## src/rtl/simmem_pkg.sv

```systemverilog
// simmem_pkg: shared types and constants for the simulated memory write path
package simmem_pkg;
  localparam int IdWidth = 4;
  localparam int AxLenWidth = 4;
  localparam int AddrWidth = 16;
  localparam int DataWidth = 32;
  localparam int WRespPayloadWidth = 4;
  localparam int WRespAddrQueueDepth = 4;
  localparam logic [AxLenWidth-1:0] MaxWBurstLen = 4'd4;
  typedef enum logic [1:0] {OKAY = 2'd0, EXOKAY = 2'd1, SLVERR = 2'd2, DECERR = 2'd3} xresp_e;
  typedef enum logic [1:0] {IDLE, DATA, RESP} wresp_state_e;
  typedef struct packed {
    logic [IdWidth-1:0] id;
    logic [AddrWidth-1:0] addr;
    logic [AxLenWidth-1:0] burst_len;
  } waddr_t;
  typedef struct packed {
    logic [DataWidth-1:0] data;
    logic [DataWidth/8-1:0] strb;
    logic last;
  } wdata_t;
  typedef struct packed {
    logic [IdWidth-1:0] id;
    logic [WRespPayloadWidth-1:0] payload;
  } wresp_t;
  typedef struct packed {
    logic [IdWidth-1:0] id;
    logic [AxLenWidth-1:0] burst_len;
  } waddr_entry_t;
endpackage

```

## src/rtl/simmem_addr_fifo.sv

```systemverilog
// simmem_addr_fifo: synchronous FIFO, extra pointer bit distinguishes full from empty
module simmem_addr_fifo #(
  parameter int Width = 8,
  parameter int Depth = 4
) (
  input  logic             clk_i,
  input  logic             rst_ni,
  input  logic             push,
  input  logic [Width-1:0] wdata,
  input  logic             pop,
  output logic [Width-1:0] rdata,
  output logic             full,
  output logic             empty
);
  localparam int PtrWidth = $clog2(Depth);
  logic [Width-1:0] mem [Depth];
  logic [PtrWidth:0] wptr_q, rptr_q;
  assign empty = wptr_q == rptr_q;
  assign full = (wptr_q ^ rptr_q) == {1'b1, {PtrWidth{1'b0}}};
  assign rdata = mem[rptr_q[PtrWidth-1:0]];
  always_ff @(posedge clk_i or negedge rst_ni)
    if (!rst_ni) begin
      wptr_q <= '0;
      rptr_q <= '0;
    end else begin
      if (push && !full) wptr_q <= wptr_q + 1'b1;
      if (pop && !empty) rptr_q <= rptr_q + 1'b1;
    end
  always_ff @(posedge clk_i)
    if (push && !full) mem[wptr_q[PtrWidth-1:0]] <= wdata;
endmodule

```

## src/rtl/simmem_write_responder.sv

```systemverilog
// simmem_write_responder: consumes write bursts and answers each buffered address in order
module simmem_write_responder
  import simmem_pkg::*;
#(
  parameter int AddrQueueDepth = WRespAddrQueueDepth
) (
  input  logic   clk_i,
  input  logic   rst_ni,
  input  waddr_t waddr_i,
  input  logic   waddr_in_valid_i,
  output logic   waddr_in_ready_o,
  input  wdata_t wdata_i,
  input  logic   wdata_in_valid_i,
  output logic   wdata_in_ready_o,
  output wresp_t wrsp_o,
  output logic   wrsp_out_valid_o,
  input  logic   wrsp_out_ready_i
);
  wresp_state_e state_q, state_d;
  waddr_entry_t entry, head;
  wresp_t rsp;
  logic full, empty, push, pop, beat, final_beat, err_q;
  logic [AxLenWidth:0] cnt_q;
  logic unused_payload;
  assign unused_payload = ^{wdata_i.data, wdata_i.strb, waddr_i.addr};
  assign entry = '{id: waddr_i.id, burst_len: waddr_i.burst_len};
  assign push = waddr_in_valid_i && !full;
  assign pop = state_q == RESP && wrsp_out_ready_i;
  assign beat = state_q == DATA && wdata_in_valid_i;
  assign final_beat = cnt_q == {1'b0, head.burst_len};
  assign waddr_in_ready_o = !full;
  assign wdata_in_ready_o = state_q == DATA;
  assign wrsp_out_valid_o = state_q == RESP;
  assign wrsp_o = state_q == RESP ? rsp : '0;
  simmem_addr_fifo #(
    .Width($bits(waddr_entry_t)),
    .Depth(AddrQueueDepth)
  ) u_addr_fifo (
    .clk_i (clk_i),
    .rst_ni(rst_ni),
    .push  (push),
    .wdata (entry),
    .pop   (pop),
    .rdata (head),
    .full  (full),
    .empty (empty)
  );
  always_comb begin
    rsp = '0;
    rsp.id = head.id;
    rsp.payload[1:0] = err_q ? SLVERR : OKAY;
  end
  always_comb begin
    state_d = state_q;
    case (state_q)
      IDLE: if (!empty) state_d = DATA;
      DATA: if (beat && final_beat) state_d = RESP;
      RESP: if (wrsp_out_ready_i) state_d = IDLE;
      default: state_d = IDLE;
    endcase
  end
  // burst termination is count-driven; a misplaced last only poisons the response
  always_ff @(posedge clk_i or negedge rst_ni)
    if (!rst_ni) begin
      state_q <= IDLE;
      cnt_q <= '0;
      err_q <= 1'b0;
    end else begin
      state_q <= state_d;
      if (state_q == IDLE && !empty) begin
        cnt_q <= '0;
        err_q <= 1'b0;
      end else if (beat) begin
        cnt_q <= cnt_q + 1'b1;
        err_q <= err_q | (wdata_i.last != final_beat) | (head.burst_len >= MaxWBurstLen);
      end
    end
endmodule

```

## config.mk

```make
export PLATFORM = sky130hd
export DESIGN_NAME = simmem_write_responder
export DESIGN_NICKNAME = d
export VERILOG_FILES = /design/src/rtl/simmem_pkg.sv /design/src/rtl/simmem_addr_fifo.sv /design/src/rtl/simmem_write_responder.sv
export SDC_FILE = /design/constraint.sdc
export NUM_CORES = 1
export LEC_CHECK = 0
export ABC_CLOCK_PERIOD_IN_PS = 1810
export BUFFER_PORTS_ARGS = -buffer_cell sky130_fd_sc_hd__buf_2
export CAP_MARGIN = 20
export CORE_MARGIN = 2
export CORE_UTILIZATION = 44
export DETAILED_ROUTE_END_ITERATION = 12
export PLACE_DENSITY = 0.75
export SLEW_MARGIN = 20
export SYNTH_ARGS = -nofsm -noshare
export SYNTH_HDL_FRONTEND = slang
export SYNTH_SLANG_ARGS = --single-unit
```

## constraint.sdc

```tcl
create_clock -name clk_i -period 1.81 [get_ports clk_i]
set_input_delay 0.2715 -clock clk_i [delete_from_list [all_inputs] [get_ports clk_i]]
set_output_delay 0.2715 -clock clk_i [all_outputs]
set_load 0.02 [all_outputs]
```

==> results.toml <==
[status]
outcome = "complete, but fails checks"
violations = "negative setup slack"

[timing]
post-route-period-util = 1.12
period_needed_ns = 2.02
setup_ws_ns = -0.214
setup_viol = 7
setup_tns_ns = -1.11
drv_slew = 0
timing_hold_violations_final = 0
fmax_ghz = 0.494
fin_skew_ns = 0.00497
rsz0062_at_grt = "yes"

[clock_tree]
tritoncts = "done"
cts_buffer_depth = 2
clock-sinks = 46
clk_pin_slew_ns = 0.08
insertion_delay_ns = 0.30
numCtsBuffers = 5
htreeDepth = 2
root_buffer = "clkbuf_8"

[power]
p_leak_uw = 0.00102
power_uw = 3500
ir_drop_uv = 709
power_density_nw_per_um2 = 1410

[floorplanning]
fp.dieH_um = 72.8
die-area_um2 = 5300
ios = 77
die_w_um = 72.8
core-area_um2 = 4630
num_rows = 25
initial_utilization = 0.450

[yosys]
synth.distinct_cells = 32
synth_top_area_frac = 0.462
synth.area.top_cells = "edfxtp_1, dfrtp_1, mux4_2"
synth-seq-cells = 46
yosysWarnings = 0
syn-cell-area_um2 = 2080
ys_seq_area_frac = 0.630
synth.avg_cell_area_um2 = 14.5
syn_inst = 144
synth_area_leader_cell = "edfxtp_1"

[drt]
ant_nets = 0
vias_per_cell = 5.48
drtPass1Iterations = 4
wl_met3_um = 141
drt-total-wl_mm = 3.74
wl_met2_mm = 1.97
drc = 0
via_count = 1282
initialDrtViolationCount = 60
wl_per_cell_um = 16.0
wl_met1_mm = 1.54
top_layer = "met4"

[final_layout]
final_util = 0.536
final_cell_mix = "edfxtp_1, buf_2, dfrtp_1, xor2_1, buf_4"
fin_cells = 234
num-fill-cells = 378
drive_gt1_frac = 0.328
num-nets-final = 251
layout_commonest_cell = "edfxtp_1"
post-route-cell-area_um2 = 2480
area_delta_synth_final_pct = 19.1
num_antenna_cells = 0

[critical_path]
end_kind = "flip-flop"
critPathSlowestCell = "mux4_2"
cp.arrival_ns = 2.24
crit_chain = "mux4_2 > xor2_1 > a2111o_1 > xor2_1 > a22oi_1"
crit_top_cell = "xor2_1"
crit_path_max_fanout = 5
cp.required_ns = 2.02
cp_top_family = "compound AO/OA/AOI/OAI gates"
critPathKind = "flip-flop to flip-flop"
critPathBufInv = 0
startpoint_type = "flip-flop"
critPathMaxStageDelay_ns = 0.52

[place]
port-buffer-count = 21
placed_cells = 223
place_area_um2 = 2290
place_congestion = 0.805
dp_hpwl_mm = 2.65

[global_routing]
grt_pass1_vias = 1326
antenna_found_initial = 0
gr-total-overflow = 0
grt_max_degree = 16
grt_use_total = 0.158
grt_pass1_wl_mm = 6.22

[hold_path]
hold_path.class = "input port to flip-flop"

[run]
maxCapViolCount = 0
## worst reg2reg max path, stage by stage (launching register included)
cell      delay [ns]
dfrtp_2         0.45
mux4_2          0.52
xor2_1          0.15
a2111o_1        0.45
xor2_1          0.16
a22oi_1         0.20
## flip-flops by register name, indices dropped and copies added (netlist names)
name	cells
u_addr_fifo.rptr_q	3
u_addr_fifo.mem	32
u_addr_fifo.wptr_q	3
err_q	1
state_q	2
cnt_q	5
## metrics by stage
| stage | setup WS [ns] | hold WS (ns) |
|---|---|---|
| 6_report | -0.214 | 0.183 |
| 5_1_grt | -0.275 | 0.178 |
| 4_1_cts | -0.219 | 0.173 |
| 3_5_place_dp | -0.287 | 0.186 |
| 3_3_place_gp | -0.234 | 0.174 |
| 2_1_floorplan | -0.0864 | -0.0241 |
## logic make-up after synthesis
group           Yosys count  share of synthesized area
flops                    46                      0.630
simple gates             40                      0.102
xor+xnor                 15                     0.0631
buf+inv                  13                     0.0337
mux                      12                      0.100
compound gates           11                     0.0337
fa+ha+maj                 6                     0.0361
other cells               1                    0.00180
## report_power, final
| group | internal (µW) | switching, µW | leakage (µW) |
|---|---|---|---|
| Combinational | 660 | 623 | 0.000510 |
| Sequential | 1400 | 205 | 0.000467 |
| Clock | 271 | 341 | 0.0000441 |
| Total | 2330 | 1170 | 0.00102 |
## area by class of cell
type | count | area [µm²] | share of cell area
sequential | 46 | 1310 | 0.530
multi-input combinational | 87 | 743 | 0.300
timing repair buffer | 34 | 246 | 0.0994
clock buffer | 5 | 68.8 | 0.0277
tap | 54 | 67.6 | 0.0272
clock inverter | 3 | 21.3 | 0.00858
inverter | 5 | 18.8 | 0.00757
## path summary, 6_finish.rpt
kind | start | end | cells after the start | slack, ns
min in group asynchronous | rst_ni | cnt_q[0] | 2 | 0.39
max in group asynchronous | rst_ni | u_addr_fifo.rptr_q[1] | 2 | 1.16
setup reg to reg | u_addr_fifo.rptr_q[0] | err_q | 5 | -0.21
hold / removal | waddr_i[21] | u_addr_fifo.mem[0][5] | 1 | 0.18
setup / recovery | u_addr_fifo.rptr_q[0] | err_q | 5 | -0.21
hold reg to reg | u_addr_fifo.wptr_q[2] | u_addr_fifo.wptr_q[2] | 1 | 0.49
## metal layers
metal | global-route usage | vias up
met5 | 0 | -
met4 | 0.0844 | 0
met3 | 0.0276 | 10
met2 | 0.275 | 33
met1 | 0.188 | 650
li1 | - | 589
## Yosys cell counts (all sizes together)
library cell and number:
ha 6, o21ai 4, nor3 4, clkbuf 2, nand4 2, nand2 8
buf 6, xor2 10, and2 6, a22oi 1, nor2 8, o22ai 1
nand2b 2, xnor2 5, a2111o 1, nor3b 2, a211oi 2, nand3 1
a21oi 2, and3b 2, and3 4, mux2i 4, nor2b 1, mux2 1
dfrtp 14, mux4 7, edfxtp 32, inv 5, conb 1
## what timing repair did
action                                  in CTS  in global routing
hold buffers                                 1                  0
gates resized for setup                     14                  4
endpoints found under the setup margin       8                  8
pin swaps                                    1                  3
setup buffers                                2                  1
endpoints found under the hold margin       14                  0
No activity file was read; power rests on OpenSTA's default activity.
